File: src/rtl/display_scan_ctrl.sv
// Time-multiplexed 7-segment scan controller with a frame-synchronous shadow/display swap.
// Optional feature: define LEADING_ZERO_BLANK_EN to blank digits above the top non-zero nibble.
module display_scan_ctrl #(
  parameter int unsigned DIGITS   = 8,
  parameter int unsigned PRESCALE = 50000
) (
  input  logic              iCLK,
  input  logic              iRST,
  input  logic [31:0]       iData,
  input  logic              iLoad,
  output logic              oReady,
  output logic [3:0]        oNibble,
  output logic [DIGITS-1:0] oDigitEn,
  output logic              oBlank,
  output logic              oFrame
);

  localparam int unsigned PcW  = $clog2(PRESCALE);
  localparam int unsigned IdxW = (DIGITS > 1) ? $clog2(DIGITS) : 1;
  localparam logic [PcW-1:0]  PcLast  = PcW'(PRESCALE - 1);
  localparam logic [IdxW-1:0] IdxLast = IdxW'(DIGITS - 1);

  logic [PcW-1:0]    pc_q, pc_d;
  logic [IdxW-1:0]   idx_q, idx_d;
  logic [31:0]       disp_q, disp_d;
  logic [31:0]       shadow_q, shadow_d;
  logic              pending_q, pending_d;
  logic [3:0]        nibble_q, nibble_d;
  logic [DIGITS-1:0] digit_en_q, digit_en_d;
  logic              frame_q, frame_d;

  logic tick, wrap, accept, swap;

  always_comb begin
    tick   = (pc_q == PcLast);
    wrap   = tick && (idx_q == IdxLast);
    accept = iLoad && !pending_q;
    // Only a word already pending before this wrap is swapped in.
    swap   = wrap && pending_q;

    pc_d = tick ? '0 : pc_q + 1'b1;

    idx_d = idx_q;
    if (wrap) begin
      idx_d = '0;
    end else if (tick) begin
      idx_d = idx_q + 1'b1;
    end

    shadow_d  = shadow_q;
    pending_d = pending_q;
    disp_d    = disp_q;
    if (swap) begin
      disp_d    = shadow_q;
      pending_d = 1'b0;
    end else if (accept) begin
      shadow_d  = iData;
      pending_d = 1'b1;
    end

    // Outputs are computed from next-state so they line up with idx_q after the edge.
    digit_en_d = '0;
    nibble_d   = '0;
    for (int unsigned i = 0; i < DIGITS; i++) begin
      digit_en_d[i] = (idx_d == IdxW'(i));
      if (idx_d == IdxW'(i)) begin
        nibble_d = disp_d[4*i +: 4];
      end
    end

    frame_d = wrap;
  end

  always_ff @(posedge iCLK) begin
    if (iRST) begin
      pc_q       <= '0;
      idx_q      <= '0;
      disp_q     <= '0;
      shadow_q   <= '0;
      pending_q  <= 1'b0;
      nibble_q   <= '0;
      digit_en_q <= DIGITS'(1);
      frame_q    <= 1'b0;
    end else begin
      pc_q       <= pc_d;
      idx_q      <= idx_d;
      disp_q     <= disp_d;
      shadow_q   <= shadow_d;
      pending_q  <= pending_d;
      nibble_q   <= nibble_d;
      digit_en_q <= digit_en_d;
      frame_q    <= frame_d;
    end
  end

`ifdef LEADING_ZERO_BLANK_EN
  logic [IdxW-1:0] msd;
  logic            blank_q, blank_d;

  // msd stays 0 for an all-zero word, so digit 0 is never blanked.
  always_comb begin
    msd = '0;
    for (int unsigned i = 1; i < DIGITS; i++) begin
      if (disp_d[4*i +: 4] != 4'h0) begin
        msd = IdxW'(i);
      end
    end
    blank_d = (idx_d > msd);
  end

  always_ff @(posedge iCLK) begin
    if (iRST) begin
      blank_q <= 1'b0;
    end else begin
      blank_q <= blank_d;
    end
  end

  assign oBlank = blank_q;
`else
  assign oBlank = 1'b0;
`endif

  assign oReady   = !pending_q;
  assign oNibble  = nibble_q;
  assign oDigitEn = digit_en_q;
  assign oFrame   = frame_q;

endmodule

File: config.mk
export PLATFORM = sky130hd
export DESIGN_NAME = display_scan_ctrl
export DESIGN_NICKNAME = d
export VERILOG_FILES = /design/src/rtl/display_scan_ctrl.sv
export SDC_FILE = /design/constraint.sdc
export NUM_CORES = 1
export LEC_CHECK = 0
export CORE_AREA = 3 3 146 91
export CTS_BUF_LIST = sky130_fd_sc_hd__clkbuf_8
export DETAILED_ROUTE_END_ITERATION = 10
export DIE_AREA = 0 0 149 94
export GPL_ROUTABILITY_DRIVEN = 0
export SYNTH_ARGS = -nofsm -noshare
export SYNTH_HDL_FRONTEND = slang
export SYNTH_SLANG_ARGS = --single-unit
File: constraint.sdc
create_clock -name iCLK -period 4 [get_ports iCLK]
set_input_delay 0.8 -clock iCLK [delete_from_list [all_inputs] [get_ports iCLK]]
set_output_delay 0.8 -clock iCLK [all_outputs]
set_load 0.02 [all_outputs]
======== Word level (Yosys, flattened, before mapping) ========
Index checks and enable logic that the tools add are counted.
storage, ports and cells
  register bits after elaboration ......... 97
  bits of input ports ..................... 35
  output and inout port bits .............. 15
  word-level logic and storage cells ...... 39
operators by class
  add/subtract/negate cells ............... 2
  equality and inequality tests ........... 9
  muxes and demuxes ....................... 11
  bitwise operators ....................... 1
  reduce and logical (&&, ||, !) cells .... 8
operators with widths
  cell                     number
  $mux W32                 1
  $mux W4                  8
  $add A16 B1 Y16 const B  1
  $eq A16 B16 Y1 const B   1
  $eq A3 B3 Y1 const B     5
  $eq A3 B2 Y1 const B     2
  $mux W3                  2
  $reduce_or A2 Y1         2
  $add A3 B1 Y3 const B    1
  $eq A3 B1 Y1 const B     1
  $logic_and A1 B1 Y1      3
  $logic_not A3 Y1         1
  $reduce_and A2 Y1        1
  $logic_not A1 Y1         1
  $not A1 Y1               1

======== Logic depth before layout (Yosys ltp) ========
Gate-level depths: netlist (run 1).
  word-level depth ........................ 12
  mapped depth ............................ 10
  mapped depth without buffers ............ 8

======== Least setup slack after synthesis (run 1) ========
OpenSTA, ideal clock, no wires.
  path type ............................... reg-to-reg
  from .................................... register idx_q[2]
  to ...................................... register nibble_q[0] (netlist: oNibble[0])
  setup time .............................. 87 ps
  arrival time ............................ 2086 ps
  required time ........................... 3913 ps
  path slack .............................. 1827 ps
  stages on the path, launching flop included .. 9
  buffers on the path ..................... 1
  period minus slack after synthesis ...... 2173 ps
  cell sequence ........................... dfxtp_1 -> ha_1 -> clkbuf_1 -> nor2_1 -> and3_1 -> mux2i_1 -> nor2_1 -> or4_1 -> o31ai_1
between the ends
  cells in the longest elaborated chain, start to end .. 12
  elaborated cells between the ends (all ways) .. 23
  those cells by class .................... 1 x add/sub; 8 x eq/ne; 11 x mux; 3 x reduce/logical
ends and longest elaborated chain
  element                                         RTL line  text
  start: declaration                              24        logic [IdxW-1:0] idx_q, idx_d;
  start signal: assignment                        86        idx_q <= idx_d;
  $add A3 B1 Y3 or $eq A3 B3 Y1 (tied branches)   47, 36
  $mux W3 or $logic_and A1 B1 Y1 (tied branches)  46, 36
  $mux W3 or $logic_and A1 B1 Y1 (tied branches)  44, 39
  $logic_not A3 Y1 or $mux W32 (tied branches)    66, 53
  $mux W4 (7 in a row)                            66        if (idx_d == IdxW'(i)) begin
  $mux W4 (*)                                     66
  end signal: assignment                          90        nibble_q <= nibble_d;
  end: declaration                                28        logic [3:0] nibble_q, nibble_d;
Every way passes the cells marked *; elsewhere a longest branch is shown, timed or not.
A chain may end at the register's enable or synchronous reset.

======== Final worst setup path (run 1) ========
  from .................................... register idx_q[0]
  to ...................................... register nibble_q[0] (netlist: oNibble[0])
Same word-level chain as after synthesis.

==> metrics.md, run 1 <==
| Metric | Value |
|---|---|
| Comb pwr share | `5.6%` |
| Reg power frac | `a little under three fifths` |
| Antenna Nets Post-Route | `0` |
| H-tree levels | `3` |
| Ports | `50` |
| First-pass GRT wire length | `17.1 mm` |
| Via count | `around 3600` |
| Starting Density | `around a third` |
| Reg clk slew, reported paths | `approximately 0.090 ns` |
| Number of clock sinks | `97` |
| Gate Count Post-Synth | `between 500 and 600` |
| Clk buf depth | `2` |
| Chip height | `about 94 µm` |
| Slew at the pin with the worst max-slew slack | `about 1 ns` |
| RSZ-0062 raised after global routing | `no` |
| Layout cells sized above 1 | `7.49%` |
| Worst skew pair latency | `0.38 ns` |
| PwrDens | `approximately 350 nW/µm²` |
| I/O Buffers | `48` |
| WS Path Type | `reg2reg` |
| Buf+Inv Stages, Crit Path | `0` |
| Vias in the first global route | `~3400` |
| Net Sw Power | `just over 0.0004 W` |
| Max Cap Viol | `0` |
| Vias per cell | `just over 5` |
| Slowest stage delay, CP | `approximately 0.95 ns` |
| CTS resizes | `0` |
| Hold Violations, Final | `0` |
| Final period utilization | `about 83%` |
| WL/cell | `15.0 µm` |
| Util after Layout | `around two fifths` |
| Most frequent cells in the layout | `104 x nand2_1, 97 x dfxtp_1, 68 x a21oi_1` |
| Clock Skews | `about 0.0086 ns` |
| Worst min-delay path class | `reg2reg` |
| Status | `finished clean` |
| Initial antenna violation count | `0` |
| FP Rows | `31` |
| Critical-path maximum fanout | `28` |
| Ys Warns | `0` |
| Nets | `about 570` |
| Crit path required time | `between 4 and 5 ns` |
| Final worst setup slack | `0.665 ns` |
| First DRT Iteration DRCs | `~240` |
| CORE AREA | `between 10000 and 15000 µm²` |
| Power share of the clock group | `37.3%` |
| Commonest non-fill, non-tap cell in the layout | `nand2_1` |
| Startpoint Class | `flop` |
| Critical path capture point type | `flop` |
| TritonCTS clock tree | `done` |
| Post-synth EDFFs | `0` |
| Die W | `about 150 µm` |
| Total Wirelength | `around 10 mm` |
| Setup_tns | `0 ns` |
| Critical path's top delay family | `flip-flops` |
| Grt total ovfl | `0` |
| Worst slack, placed | `0.764 ns` |
| CP max stage cell | `dfxtp_1` |
| Root buffer cell | `clkbuf_8` |
| Area grow syn2layout | `18.0%` |
| CTS Buf Count | `9` |
| Net Sw Frac | `23.5%` |
| Internal power | `0.00134 W` |
| Synthesis-stage register bit count | `97` |
| CP arrival | `3.62 ns` |
| Slew headroom | `about a third` |
| Syn Area/Cell | `8.34 µm²` |
| Inserted Diodes | `0` |
| GRT Overall Usage | `15.5%` |
| Synth async-reset ratio | `0%` |
| Mapped Nets | `540` |
| F_max | `~300 MHz` |
| # setup viols final | `0` |
| Most common flop cell mapped by yosys | `dfxtp_1` |
| Sequential area share after synthesis | `46.4%` |
| Initial DRT Pass Iterations | `5` |
| # hold bufs at CTS | `0` |
| Crit-path cells | `ha_1 -> ha_1 -> nor2_1 -> and3_1 -> mux2i_1 -> nor2_1 -> or4_1 -> o31ai_1` |
| Period minus WS final | `3.34 ns` |
| Detailed placement HPWL | `7.57 mm` |
| Unique masters post-synth | `49` |
| # DRC | `0` |
| Peak VDD IR | `0.143 mV` |
| Post-Syn Area | `4190 µm²` |
| Largest net degree at the start of global routing | `39` |
| Lkg Pwr | `~1.8 nW` |
| Postcts setup bufs | `0` |
| Max Transition Viols Final | `0` |
| Die area | `between 10000 and 15000 µm²` |
-- flip-flops by register name, indices dropped and copies added (netlist names) --
name and count:
shadow_q 32, disp_q 32, oNibble 4, pc_q 16, pending_q 1, idx_q 3, oFrame 1, oDigitEn 8
-- worst reg2reg max path, stage by stage, from the launching register on --
cell	delay, ns
dfxtp_1	0.95
ha_1	0.28
ha_1	0.57
nor2_1	0.14
and3_1	0.21
mux2i_1	0.33
nor2_1	0.07
or4_1	0.49
o31ai_1	0.22
-- cell usage after synthesis, types with 3 or more instances --
cell type / number / area [µm²]
xor2_1: 6 / 52.6
clkbuf_1: 23 / 86.3
or3_1: 6 / 37.5
dfxtp_1: 97 / 1940
o21ai_0: 16 / 80.1
xnor2_1: 7 / 61.3
o221a_2: 4 / 45.0
nor2b_1: 5 / 31.3
o31ai_1: 5 / 37.5
buf_2: 5 / 25.0
and3_1: 5 / 31.3
o22ai_1: 3 / 18.8
a22oi_1: 7 / 52.6
nand4_1: 12 / 75.1
mux2i_1: 10 / 100
or4_1: 8 / 60.1
nor3_1: 3 / 15.0
a21oi_1: 68 / 340
nor2_1: 41 / 154
inv_1: 5 / 18.8
o32ai_1: 3 / 26.3
nand2_1: 104 / 390
buf_1: 4 / 15.0
ha_1: 3 / 37.5
nand3_1: 15 / 75.1
-- path summary, 6_finish.rpt --
check,from,to,slack [ns],cells after the start
setup reg to reg,idx_q[0],oNibble[0],0.66,8
setup / recovery,idx_q[0],oNibble[0],0.66,8
hold reg to reg,shadow_q[17],shadow_q[17],0.46,2
hold / removal,shadow_q[17],shadow_q[17],0.46,2
-- metal layers --
layer	track usage, %	wire [µm]	vias to the layer above
met5	0	0	-
met1	22.4	5460	1640
met2	21.2	4130	111
li1	-	-	1799
met4	5.41	184	0
met3	5.16	686	20
-- cell families after synthesis --
family | count (synthesis) | share of synthesized area (%)
AOI/OAI and AO/OA | 115 | 16.1
xor gates and xnor gates | 13 | 2.72
adders and majority gates | 3 | 0.897
buffers and inverters | 41 | 4.36
DFF | 97 | 46.4
muxes | 11 | 2.66
other | 1 | 0.0896
and+or+nand+nor | 221 | 26.8
-- per-stage QoR --
step	total power (W)	area [µm²]	cells	hold WS (ns)
floorplan	0.00107	4190	502	0.418
global placement	0.00112	4740	683	0.436
detailed placement	0.00112	4740	683	0.442
CTS	0.00178	4940	699	0.464
global route	0.00183	4940	699	0.480
finish	0.00175	4940	699	0.461
-- power by group through the flow --
stage          clock network [W]   logic, W  registers, W
6_report                0.000653  0.0000982       0.00100
5_1_grt                 0.000718   0.000111       0.00100
4_1_cts                 0.000676  0.0000999       0.00100
3_5_place_dp                   0  0.0000997       0.00102
3_3_place_gp                   0  0.0000978       0.00102
2_1_floorplan                  0  0.0000546       0.00102
-- layout make-up --
class	instances	area, µm²
clock inverter	6	66.3
sequential	97	1940
multi-input combinational	364	2060
timing repair buffer	52	505
fill	1227	7080
clock buffer	10	138
tap	165	206
inverter	5	18.8
Note: power is estimated with default switching activity, not from simulation.
==> inputs of run 2 (changes only) <==
- clock period: 4 -> 2.86 ns (I/O delays scaled with it)
==> run 2 against run 1 <==
- combinational power rose by 45%
- design area grew 1.4%
- critical path depth unchanged
- sequential power rose by 40%
- wire length up 2.2%
- non-clock buffer count increased by 10
- register-to-register slack worse by 0.38 ns
- die area unchanged
- total power grew 41%
==> metrics.md, run 2 (synthesized netlist as in run 1, its figures left out) <==
| Metric | Value |
|---|---|
| Postcts setup bufs | `0` |
| Hold Violations, Final | `0` |
| Lkg Pwr | `about 1.8 nW` |
| Slew at the pin with the worst max-slew slack | `approximately 0.54 ns` |
| Final period utilization | `roughly nine tenths` |
| CP max stage cell | `nand4_2` |
| Number of clock sinks | `97` |
| Die area | `14000 µm²` |
| H-tree levels | `3` |
| Crit-path cells | `ha_1 -> and3_1 -> nand4_2 -> buf_4 -> o21ai_0 -> a22oi_1 -> o32ai_1 -> o31ai_1` |
| CTS resizes | `0` |
| Setup_tns | `0 ns` |
| Fill cell count | `~1300` |
| # setup viols final | `0` |
| Slowest stage delay, CP | `between 0.4 and 0.5 ns` |
| WS Path Type | `reg2reg` |
| Starting Density | `a little over a third` |
| Peak VDD IR | `around 0.19 mV` |
| Status | `finished clean` |
| Antenna Nets Post-Route | `0` |
| Reg clk slew, reported paths | `roughly 0.090 ns` |
| Critical path's top delay family | `compound AO/OA/AOI/OAI gates` |
| GRT Overall Usage | `about 16%` |
| CORE AREA | `around 12000 µm²` |
| Chip height | `between 90 and 100 µm` |
| RSZ-0062 raised after global routing | `no` |
| Initial DRT Pass Iterations | `5` |
| Buf+Inv Stages, Crit Path | `1` |
| Crit path required time | `3.10 ns` |
| Root buffer cell | `clkbuf_8` |
| Critical path capture point type | `flop` |
| Design Area, Final | `about 5000 µm²` |
| TritonCTS clock tree | `done` |
| Ports | `50` |
| Max Transition Viols Final | `0` |
| Area grow syn2layout | `19.7%` |
| Detailed placement HPWL | `7.69 mm` |
| Layout cells sized above 1 | `under 10%` |
| Hold_ws | `0.450 ns` |
| Commonest non-fill, non-tap cell in the layout | `nand2_1` |
| F_max | `slightly below 400 MHz` |
| Die W | `~150 µm` |
| Max Cap Viol | `0` |
| Nets | `just under 600` |
| I/O Buffers | `48` |
| Inserted Diodes | `0` |
| # hold bufs at CTS | `0` |
| Top Registers | `disp_q x32, shadow_q x32, pc_q x16` |
| Final worst setup slack | `~0.28 ns` |
| Grt total ovfl | `0` |
| Clk buf depth | `2` |
| Vias per cell | `around 5` |
| Worst min-delay path class | `reg2reg` |
| Slew headroom | `between 60% and 70%` |
| Initial antenna violation count | `0` |
| Startpoint Class | `flop` |
| Via count | `between 3000 and 4000` |
| PwrDens | `just under 500 nW/µm²` |
| Largest net degree at the start of global routing | `between 40 and 50` |
| Worst skew pair latency | `roughly 0.37 ns` |
| Critical-path maximum fanout | `15` |
| WL/cell | `approximately 15 µm` |
| CTS Buf Count | `9` |
| Total Wirelength | `roughly 11 mm` |
| First DRT Iteration DRCs | `approximately 310` |
| Period minus WS final | `between 2 and 3 ns` |
| First-pass GRT wire length | `about 18 mm` |
| Post-DP Area | `between 4000 and 5000 µm²` |
| Worst slack, placed | `about 0.28 ns` |
| Vias in the first global route | `3424` |
| Clock Skews | `between 0.006 and 0.007 ns` |
| Most frequent cells in the layout | `104 x nand2_1, 97 x dfxtp_1, 68 x a21oi_1` |
| # DRC | `0` |
| CP arrival | `2.82 ns` |
| FP Rows | `31` |
==> run 2: final timing paths <==
kind                end  slack (ns)  cells past startpoint     from
max reg2reg  oNibble[2]        0.28                      8  pc_q[0]
min reg2reg     pc_q[0]        0.45                      1  pc_q[0]
min             pc_q[0]        0.45                      1  pc_q[0]
max          oNibble[2]        0.28                      8  pc_q[0]
==> run 2: power by group <==
group | internal (W) | total, W | switching [W]
clock network | 0.000477 | 0.000931 | 0.000454
logic | 0.0000698 | 0.000142 | 0.0000724
registers | 0.00138 | 0.00140 | 0.0000207
total | 0.00193 | 0.00247 | 0.000547
==> run 2: area by class of cell <==
class | count | area, µm² | share of cell area [%]
well taps | 165 | 206 | 4.12
inverters | 5 | 18.8 | 0.375
clock inverters | 5 | 73.8 | 1.47
flip-flops and latches | 97 | 1940 | 38.8
clock buffers | 9 | 124 | 2.47
repair buffers | 62 | 581 | 11.6
multi-input cells | 364 | 2060 | 41.2
==> run 2: worst register-to-register path, stage by stage, from the launching register on <==
cell and delay (ns):
dfxtp_1 0.36, ha_1 0.19, and3_1 0.28, nand4_2 0.42
buf_4 0.37, o21ai_0 0.24, a22oi_1 0.12, o32ai_1 0.35
o31ai_1 0.13
==> run 2: layer usage <==
layer | up-vias | share of wire (%) | track usage [%]
met2 | 110 | 40 | 21.4
li1 | 1813 | - | -
met1 | 1704 | 53 | 24.4
met4 | 0 | 0.77 | 3.43
met3 | 8 | 6.2 | 4.34
met5 | - | 0 | 0
==> run 2: per-stage QoR <==
stage                     total power (W)  std cells  utilization, %
after floorplan                   0.00150        502               -
final                             0.00247        707            41.7
after CTS                         0.00250        707            41.7
after global routing              0.00258        707            41.7
after detailed placement          0.00158        693            40.0
after global placement            0.00157        693            40.0
